### src/rtl/frame_pkg.sv
// Shared types and constants for the camera frame FIFO reader.
package frame_pkg;

  typedef enum logic [3:0] {
    S_IDLE,
    S_ARM,
    S_WRST,
    S_CAPT,
    S_RRST,
    S_RD_HI,
    S_RD_LO,
    S_EMIT,
    S_TRL0,
    S_TRL1,
    S_DONE
  } state_e;

  typedef enum logic [1:0] {
    G_IDLE,
    G_HI,
    G_LO
  } rclk_phase_e;

  localparam int unsigned VSYNC_SYNC_DEPTH = 2;
  localparam logic [7:0]  TRAILER_CR       = 8'h0D;
  localparam logic [7:0]  TRAILER_LF       = 8'h0A;

endpackage

### src/rtl/frame_fifo_reader_rclk.sv
// fifo_rclk_gen: emits one read-clock pulse (RCLK_HALF high, RCLK_HALF low) per start.
// start_i on the last low cycle chains the next pulse with no idle gap.
module fifo_rclk_gen
  import frame_pkg::*;
#(
  parameter int unsigned RCLK_HALF = 2
) (
  input  logic clk_i,
  input  logic rst_i,
  input  logic start_i,
  output logic rclk_o,
  output logic hi_last_o,
  output logic lo_last_o
);

  localparam int unsigned CNT_W = (RCLK_HALF > 1) ? $clog2(RCLK_HALF) : 1;

  rclk_phase_e      phase_q;
  logic [CNT_W-1:0] cnt_q;
  logic             rclk_q;
  logic             cnt_last;

  assign cnt_last  = (cnt_q == CNT_W'(RCLK_HALF - 1));
  assign hi_last_o = (phase_q == G_HI) && cnt_last;
  assign lo_last_o = (phase_q == G_LO) && cnt_last;
  assign rclk_o    = rclk_q;

  always_ff @(posedge clk_i) begin
    if (rst_i) begin
      phase_q <= G_IDLE;
      cnt_q   <= '0;
      rclk_q  <= 1'b0;
    end else if (start_i) begin
      phase_q <= G_HI;
      cnt_q   <= '0;
      rclk_q  <= 1'b1;
    end else begin
      case (phase_q)
        G_HI: begin
          if (cnt_last) begin
            phase_q <= G_LO;
            cnt_q   <= '0;
            rclk_q  <= 1'b0;
          end else begin
            cnt_q <= cnt_q + 1'b1;
          end
        end
        G_LO: begin
          if (cnt_last) begin
            phase_q <= G_IDLE;
            cnt_q   <= '0;
          end else begin
            cnt_q <= cnt_q + 1'b1;
          end
        end
        default: begin
          phase_q <= G_IDLE;
          cnt_q   <= '0;
          rclk_q  <= 1'b0;
        end
      endcase
    end
  end

endmodule

### src/rtl/frame_fifo_reader.sv
// Captures one camera frame into an external FIFO, then streams a cropped window out.
// Optional CR/LF frame trailer enabled by defining FRAME_TRAILER_EN.
module frame_fifo_reader
  import frame_pkg::*;
#(
  parameter int unsigned FRAME_W   = 320,
  parameter int unsigned FRAME_H   = 240,
  parameter int unsigned BPP       = 2,
  parameter int unsigned RCLK_HALF = 2
) (
  input  logic                       sys_clk,
  input  logic                       rst,
  input  logic                       vsync,
  input  logic [7:0]                 fifo_d,
  output logic                       fifo_wen,
  output logic                       fifo_wrst,
  output logic                       fifo_rclk,
  output logic                       fifo_rrst,
  input  logic                       start,
  input  logic                       continuous,
  input  logic [$clog2(FRAME_W):0]   crop_x0,
  input  logic [$clog2(FRAME_W):0]   crop_w,
  input  logic [$clog2(FRAME_H):0]   crop_y0,
  input  logic [$clog2(FRAME_H):0]   crop_h,
  output logic [7:0]                 m_data,
  output logic                       m_valid,
  input  logic                       m_ready,
  output logic                       busy,
  output logic                       frame_done,
  output logic                       overrun
);

  localparam int unsigned CW = $clog2(FRAME_W) + 1;
  localparam int unsigned CH = $clog2(FRAME_H) + 1;

  state_e                      state_q;
  logic [VSYNC_SYNC_DEPTH-1:0] vs_sync_q;
  logic                        vs_hist_q;
  logic                        fifo_wen_q, fifo_wrst_q, fifo_rrst_q;
  logic [7:0]                  m_data_q;
  logic                        m_valid_q, frame_done_q, overrun_q, end_q;
  logic [CW-1:0]               x_q, cx0_q, cw_q;
  logic [CH-1:0]               y_q, cy0_q, ch_q;
  logic [1:0]                  byte_q;

  logic vsync_rise, hi_last, lo_last, gen_start, hs, in_win, last_pix, sample;
  logic [CW:0] x_end;
  logic [CH:0] y_end;

  assign vsync_rise = vs_sync_q[VSYNC_SYNC_DEPTH-1] & ~vs_hist_q;
  assign hs         = m_valid_q & m_ready;
  assign sample     = (state_q == S_RD_LO) && lo_last;

  // One extra bit on the window end so x0+w past the frame edge cannot wrap.
  always_comb begin
    x_end    = {1'b0, cx0_q} + {1'b0, cw_q};
    y_end    = {1'b0, cy0_q} + {1'b0, ch_q};
    in_win   = (x_q >= cx0_q) && ({1'b0, x_q} < x_end) &&
               (y_q >= cy0_q) && ({1'b0, y_q} < y_end);
    last_pix = (byte_q == 2'(BPP - 1)) && (x_q == CW'(FRAME_W - 1)) &&
               (y_q == CH'(FRAME_H - 1));
    gen_start = ((state_q == S_CAPT) && vsync_rise) ||
                ((state_q == S_RRST) && lo_last) ||
                (sample && !in_win && !last_pix) ||
                ((state_q == S_EMIT) && hs && !end_q);
  end

  fifo_rclk_gen #(.RCLK_HALF(RCLK_HALF)) u_rclk (
    .clk_i     (sys_clk),
    .rst_i     (rst),
    .start_i   (gen_start),
    .rclk_o    (fifo_rclk),
    .hi_last_o (hi_last),
    .lo_last_o (lo_last)
  );

  always_ff @(posedge sys_clk) begin
    if (rst) begin
      state_q      <= S_IDLE;
      vs_sync_q    <= '0;
      vs_hist_q    <= 1'b0;
      fifo_wen_q   <= 1'b0;
      fifo_wrst_q  <= 1'b1;
      fifo_rrst_q  <= 1'b1;
      m_data_q     <= '0;
      m_valid_q    <= 1'b0;
      frame_done_q <= 1'b0;
      overrun_q    <= 1'b0;
      end_q        <= 1'b0;
      x_q          <= '0;
      y_q          <= '0;
      byte_q       <= '0;
      cx0_q        <= '0;
      cw_q         <= '0;
      cy0_q        <= '0;
      ch_q         <= '0;
    end else begin
      vs_sync_q    <= {vs_sync_q[VSYNC_SYNC_DEPTH-2:0], vsync};
      vs_hist_q    <= vs_sync_q[VSYNC_SYNC_DEPTH-1];
      frame_done_q <= 1'b0;
      if (vsync_rise && (state_q inside {S_RRST, S_RD_HI, S_RD_LO, S_EMIT, S_TRL0, S_TRL1}))
        overrun_q <= 1'b1;
      case (state_q)
        S_IDLE: if (start || continuous) state_q <= S_ARM;
        S_ARM: if (vsync_rise) begin
          fifo_wrst_q <= 1'b0;
          state_q     <= S_WRST;
        end
        S_WRST: begin
          fifo_wrst_q <= 1'b1;
          fifo_wen_q  <= 1'b1;
          state_q     <= S_CAPT;
        end
        S_CAPT: if (vsync_rise) begin
          fifo_wen_q  <= 1'b0;
          fifo_rrst_q <= 1'b0;
          cx0_q       <= crop_x0;
          cw_q        <= crop_w;
          cy0_q       <= crop_y0;
          ch_q        <= crop_h;
          x_q         <= '0;
          y_q         <= '0;
          byte_q      <= '0;
          end_q       <= 1'b0;
          state_q     <= S_RRST;
        end
        S_RRST: if (lo_last) begin
          fifo_rrst_q <= 1'b1;
          state_q     <= S_RD_HI;
        end
        S_RD_HI: if (hi_last) state_q <= S_RD_LO;
        S_RD_LO: if (lo_last) begin
          end_q <= last_pix;
          if (byte_q == 2'(BPP - 1)) begin
            byte_q <= '0;
            if (x_q == CW'(FRAME_W - 1)) begin
              x_q <= '0;
              y_q <= y_q + 1'b1;
            end else begin
              x_q <= x_q + 1'b1;
            end
          end else begin
            byte_q <= byte_q + 1'b1;
          end
          if (in_win) begin
            m_data_q  <= fifo_d;
            m_valid_q <= 1'b1;
            state_q   <= S_EMIT;
          end else if (last_pix) begin
`ifdef FRAME_TRAILER_EN
            m_data_q  <= TRAILER_CR;
            m_valid_q <= 1'b1;
            state_q   <= S_TRL0;
`else
            frame_done_q <= 1'b1;
            state_q      <= S_DONE;
`endif
          end else begin
            state_q <= S_RD_HI;
          end
        end
        S_EMIT: if (hs) begin
          if (end_q) begin
`ifdef FRAME_TRAILER_EN
            m_data_q <= TRAILER_CR;
            state_q  <= S_TRL0;
`else
            m_valid_q    <= 1'b0;
            frame_done_q <= 1'b1;
            state_q      <= S_DONE;
`endif
          end else begin
            m_valid_q <= 1'b0;
            state_q   <= S_RD_HI;
          end
        end
`ifdef FRAME_TRAILER_EN
        S_TRL0: if (hs) begin
          m_data_q <= TRAILER_LF;
          state_q  <= S_TRL1;
        end
        S_TRL1: if (hs) begin
          m_valid_q    <= 1'b0;
          frame_done_q <= 1'b1;
          state_q      <= S_DONE;
        end
`endif
        S_DONE: state_q <= continuous ? S_ARM : S_IDLE;
        default: state_q <= S_IDLE;
      endcase
    end
  end

  assign fifo_wen   = fifo_wen_q;
  assign fifo_wrst  = fifo_wrst_q;
  assign fifo_rrst  = fifo_rrst_q;
  assign m_data     = m_data_q;
  assign m_valid    = m_valid_q;
  assign frame_done = frame_done_q;
  assign overrun    = overrun_q;
  assign busy       = (state_q != S_IDLE);

endmodule

### config.mk
export PLATFORM = sky130hd
export DESIGN_NAME = frame_fifo_reader
export DESIGN_NICKNAME = d
export VERILOG_FILES = /design/src/rtl/frame_pkg.sv /design/src/rtl/frame_fifo_reader_rclk.sv /design/src/rtl/frame_fifo_reader.sv
export SDC_FILE = /design/constraint.sdc
export NUM_CORES = 1
export LEC_CHECK = 0
export CORE_ASPECT_RATIO = 0.5
export CORE_MARGIN = 3
export CORE_UTILIZATION = 50
export CTS_CLUSTER_SIZE = 28
export DETAILED_ROUTE_END_ITERATION = 12
export GPL_TIMING_DRIVEN = 0
export PLACE_DENSITY_LB_ADDON = 0.25
export REMOVE_ABC_BUFFERS = 1
export SLEW_MARGIN = 20
export SYNTH_ARGS = -nofsm -noshare
export SYNTH_HDL_FRONTEND = slang
export SYNTH_SLANG_ARGS = --single-unit
### constraint.sdc
create_clock -name sys_clk -period 3.1 [get_ports sys_clk]
set_clock_uncertainty 0.05 [all_clocks]
set_input_delay 0.62 -clock sys_clk [delete_from_list [all_inputs] [get_ports sys_clk]]
set_output_delay 0.62 -clock sys_clk [all_outputs]
set_load 0.1 [all_outputs]
Yosys cells after proc, flatten, opt, wreduce, memory -nomap -nowiden --
Index checks and enable logic that the tools add are counted.
Cells by class: add/sub/neg operators 6, magnitude comparators 4, equality and inequality tests 30, muxes and demuxes 50, bitwise logic cells 4, reductions and logical operators 46
Operators with widths (number):
- $mux 10 | 4
- $mux 4 | 10
- $mux 9 | 4
- $pmux 4 s9 | 1
- $ne 2x2->1 const B | 11
- $pmux 10 s2 | 1
- $pmux 9 s2 | 1
- $eq 4x3->1 const B | 4
- $logic_and 1x1->1 | 15
- $mux 1 | 15
- $pmux 1 s2 | 7
- $eq 4x4->1 const B | 3
- $reduce_and 2->1 | 6
- $add 10x10->11 | 1
- $lt 10x11->1 | 1
- $add 10x1->10 const B | 1
- $add 9x9->10 | 1
- $eq 10x9->1 const B | 1
- $ge 10x10->1 | 1
- $lt 9x10->1 | 1
- $mux 2 | 5
- $reduce_bool 2->1 | 5
- $add 9x1->9 const B | 1
- $eq 9x8->1 const B | 1
- 23 further kinds | 39
Word-level totals: bits in registers 85, input bits 52

Longest topological paths before layout --
depth in word-level cells 12, gate-level depth with buffers 17

Hierarchy --
Synthesis repeated with hierarchy kept, for this count alone.
Unflattened totals: cells, all modules 637, area, all modules 5207.5 um^2
By module, submodules not included:
- frame_fifo_reader | times used 1, cells each 616, area each 4989.8 um^2
- fifo_rclk_gen | times used 1, cells each 21, area each 217.7 um^2

Least setup slack after synthesis --
No wires, ideal clock.
path kind register to register, start point register cx0_q[0], end point register m_data_q[0], in the netlist m_data[0], library setup time 0.071 ns, data arrival time 3.239 ns, required time 2.979 ns, path slack -0.260 ns, stages on the path, launching flop included 18, cells stage by stage dfxtp_1 > ha_1 > fa_1 > a21oi_1 > nor2b_1 > o21a_1 > o21a_1 > nor2_1 > o21ai_0 > xnor2_1 > ha_1 > a211oi_1 > o21ai_0 > o211ai_1 > nand4_1 > buf_2 > or3_1 > a21oi_1
Between the ends: word-level cells in the longest chain between the ends 6
RTL lines:
- start: declaration | line frame_fifo_reader.sv:42 | logic [CW-1:0] x_q, cx0_q, cw_q;
- start signal: assignment | line frame_fifo_reader.sv:117 | cx0_q <= crop_x0;
- $add 10x10->11 | line frame_fifo_reader.sv:56 | x_end = {1'b0, cx0_q} + {1'b0, cw_q};
- $lt 10x11->1 | line frame_fifo_reader.sv:58 | in_win = (x_q >= cx0_q) && ({1'b0, x_q} < x_end) &&
- $logic_and 1x1->1 * (2 in series) | line frame_fifo_reader.sv:58
- $logic_and 1x1->1 * | line frame_fifo_reader.sv:59 | (y_q >= cy0_q) && ({1'b0, y_q} < y_end);
- $reduce_and 3->1 (no source line) *
- end signal: assignment | line frame_fifo_reader.sv:146 | m_data_q <= fifo_d;
- end: declaration | line frame_fifo_reader.sv:40 | logic [7:0] m_data_q;
Every way passes the cells marked *; elsewhere a longest branch is shown, timed or not. A chain may end at the register's enable or synchronous reset.

Final worst setup path --
start point register cy0_q[1], end point register m_data_q[3], in the netlist m_data[3]
Between the ends: word-level cells in the longest chain between the ends 4
RTL lines:
- start: declaration | line frame_fifo_reader.sv:43 | logic [CH-1:0] y_q, cy0_q, ch_q;
- start signal: assignment | line frame_fifo_reader.sv:119 | cy0_q <= crop_y0;
- $add 9x9->10 / $ge 9x9->1 (equally long branches) | line frame_fifo_reader.sv:57, frame_fifo_reader.sv:59
- $lt 9x10->1 / $logic_and 1x1->1 (equally long branches) | line frame_fifo_reader.sv:59, frame_fifo_reader.sv:58
- $logic_and 1x1->1 * | line frame_fifo_reader.sv:59
- $reduce_and 3->1 (no source line) *
Marked as above.

==> run metrics <==
area share of the largest cell type after synthesis=33.0%; WL final=12.9 mm; Vias per Instance=5.62; P_leak=2.39 nW; Port Buffers=67; Yosys reg bits=85; gpl congestion=0.839; outcome=finished, violations left; total gr overflow=0; worst r2r dst=m_data[3]$_SDFFE_PP0P_; Routed WL per cell=15.0 microns; critical path launch point type=flip-flop; die height=77.9 microns; CP Max Fanout=6; share of post-route cells with drive strength above 1=10.2%; commonest cells after routing, fill and taps aside=nand2_1 (105), dfxtp_1 (80), a21oi_1 (67), clkdlybuf4s50_1 (65), ha_1 (57); post-route insts no fill=860; starting density of the core=53.1%; Flop pwr share=42.5%; Syn. warnings=0; part of the Yosys area used for sequential elements=33.0%; maximum clock path buffer count=2; Psw=0.821 mW; Diodes inserted=0; drt drc=0; reg2reg setup slack=-610 ps; CP endpoint kind=flip-flop; hold slack final=393 ps; final setup violating endpoints=17; commonest non-fill, non-tap cell in the layout=nand2_1; area leader, netlist=dfxtp_1; Rel. slew slack=34.1%; Nets=833; clock share of power=39.3%; die span in x=150 microns; clock slew seen by the registers of the worst setup and hold paths=60 ps; R2R cell count=15; fillers=796; Logic pwr share=18.2%; Setup crit start=cy0_q[1]$_SDFFE_PP0P_; power per cell area=430 nW/um^2; Int Pwr=1.97 mW; Worst Hold Launch=vs_sync_q[0]$_SDFF_PP0_; synth top area cells=dfxtp_1 (33%), ha_1 (14%), nand2_1 (7.7%), a21oi_1 (7.3%), nor2_1 (3.5%); mapped cell area=5160 sq um; Crit Path Category=flip-flop to flip-flop; first-pass GRT wire length=21.3 mm; clock buffer count from CTS=9; Post-DRT Antenna Nets=0; ys flop type=dfxtp_1; worst slew pin tran=986 ps; vias in the first global route=4503; site row count=25; Worst Path Arrival=3930 ps; Synth async-reset ratio=0%; CTS Root Buffer Type=clkbuf_16; met2 usage=33.3%; Worst Hold Class=flip-flop to flip-flop; Skew-Pair Late Insertion Delay=340 ps; Fin. Hold Viols=0; CP Data Required Time=3320 ps; CTS H-tree depth=3; HPWL after DPL=8.39 mm; Post-synth EDFFs=0; CP endpoint=m_data[3]$_SDFFE_PP0P_; Syn Area/Cell=7.89 sq um; initial antenna violation count=0; CTS tree=done; Netlist cell types=57; met1 GRT Util=31.9%; Cells after Synth=654; total number of vias=4832; Ports=68; Util after Layout=66.6%; fin crit period=3710 ps; final setup margin=-612 ps; die area=11700 sq um; clk sinks=85; DR iter-0 viols=335; max-cap violation count=0; Sw Share=29.5%; pins over their slew limit=0; placed cells=832; VDD IR max=0.299 mV; area delta synth->final=25.5%; Core Area=9730 sq um; failing checks=negative setup slack; RSZ-0062 raised after global routing=true; worst r2r src=cy0_q[1]$_SDFFE_PP0P_; GR Util met3=6.48%; Tcrit/Tclk final=120%; GRT Total Usage=22.4%; Max Clock Freq=269 MHz; drt first pass iters=5; pin count of the biggest net entering global routing=67; GRT busiest layer=met2
[worst min-delay path by stage]
stage / to / slack, ps / cells past startpoint
final: vs_sync_q[1]$_SDFF_PP0_ / 390 / 1
after detailed placement: vs_sync_q[1]$_SDFF_PP0_ / 380 / 1
after CTS: vs_sync_q[1]$_SDFF_PP0_ / 390 / 1
after global placement: vs_sync_q[1]$_SDFF_PP0_ / 370 / 1
after global routing: vs_hist_q$_SDFF_PP0_ / 430 / 1
after floorplan: vs_sync_q[1]$_SDFF_PP0_ / 360 / 1
[power groups by stage]
stage               sequential, mW  combinational, mW  clock (mW)
finish                        1.19              0.507        1.09
detailed placement            1.21              0.478           0
floorplan                     1.24              0.280           0
global placement              1.21              0.469           0
CTS                           1.18              0.495        1.12
global route                  1.19              0.546        1.17
[what timing repair did]
item | 4_1_cts | 5_1_grt
endpoints found under the setup margin | 18 | 17
gates resized for setup | 24 | 23
setup buffers | 7 | 2
pin swaps | 16 | 19
cloned | 2 | 1
hold buffers | 0 | 0
[per-stage QoR]
| stage | setup TNS (ps) | setup slack (ps) | power, mW | area [sq um] |
|---|---|---|---|---|
| after floorplan | -6410 | -467 | 1.52 | 5060 |
| after global placement | -36200 | -1180 | 1.67 | 5900 |
| after detailed placement | -17880 | -1170 | 1.69 | 5930 |
| after CTS | -8090 | -573 | 2.80 | 6370 |
| after global routing | -12120 | -812 | 2.90 | 6480 |
| final | -8790 | -612 | 2.79 | 6480 |
[cells by family after synthesis]
| family | after synthesis | synth area share (%) |
|---|---|---|
| compound gates | 168 | 19.4 |
| flops | 85 | 33.0 |
| mux | 1 | 0.194 |
| simple gates | 250 | 23.7 |
| fa+ha+maj | 61 | 15.1 |
| buf+inv | 67 | 4.94 |
| xor+xnor | 22 | 3.73 |
[area by class of cell]
| cell class | count | area (sq um) | share of cell area, % |
|---|---|---|---|
| Multi-Input combinational cell | 503 | 3360 | 51.9 |
| Sequential cell | 85 | 1710 | 26.4 |
| Timing Repair Buffer | 80 | 785 | 12.1 |
| Clock buffer | 10 | 239 | 3.69 |
| Tap cell | 135 | 169 | 2.61 |
| Inverter | 41 | 154 | 2.38 |
| Clock inverter | 6 | 61.3 | 0.946 |
[worst max-delay path, cell delays in order, from the launching register on]
cell and delay [ps]:
dfxtp_1 330, ha_1 320, a211oi_1 230, nor2_1 110, o31ai_2 280, nand2b_1 90, a21oi_1 170, xor2_1 190
ha_1 280, a211oi_2 250, o211ai_1 140, o211ai_1 200, nand4_1 300, buf_6 230, or3_4 330, a21oi_2 130
[sequential cells by signal, indices dropped and copies added (netlist names), 2 cells and up]
signal / count
cw_q: 10
cx0_q: 10
x_q: 10
ch_q: 9
cy0_q: 9
y_q: 9
m_data: 8
state_q: 4
byte_q: 2
u_rclk.phase_q: 2
vs_sync_q: 2
[synthesized netlist by cell type, drive strengths merged, types with 2 or more instances]
cell and number:
nor4b 2, or4 2, inv 41, fa 2, a22oi 3, nand4 7, o22ai 2, or2 2
a211o 2, clkbuf 22, o21ai 35, a2111oi 2, nor3 14, or3 16, o21a 7, buf 4
nor4 7, xnor2 12, and3 5, nand2 106, a21bo 2, nand3 12, xor2 10, a31oi 7
nand2b 12, ha 59, a21oi 76, o211ai 6, nand4b 2, dfxtp 85, o31ai 3, o41ai 2
a21o 6, a211oi 9, nor2 48, nor2b 11
[routing by layer]
layer	wire (microns)	share of wire, %
met5	0	0
met4	140	1.1
met3	941	7.3
met2	5490	42
met1	6350	49
No activity file was read; power rests on OpenSTA's default activity.
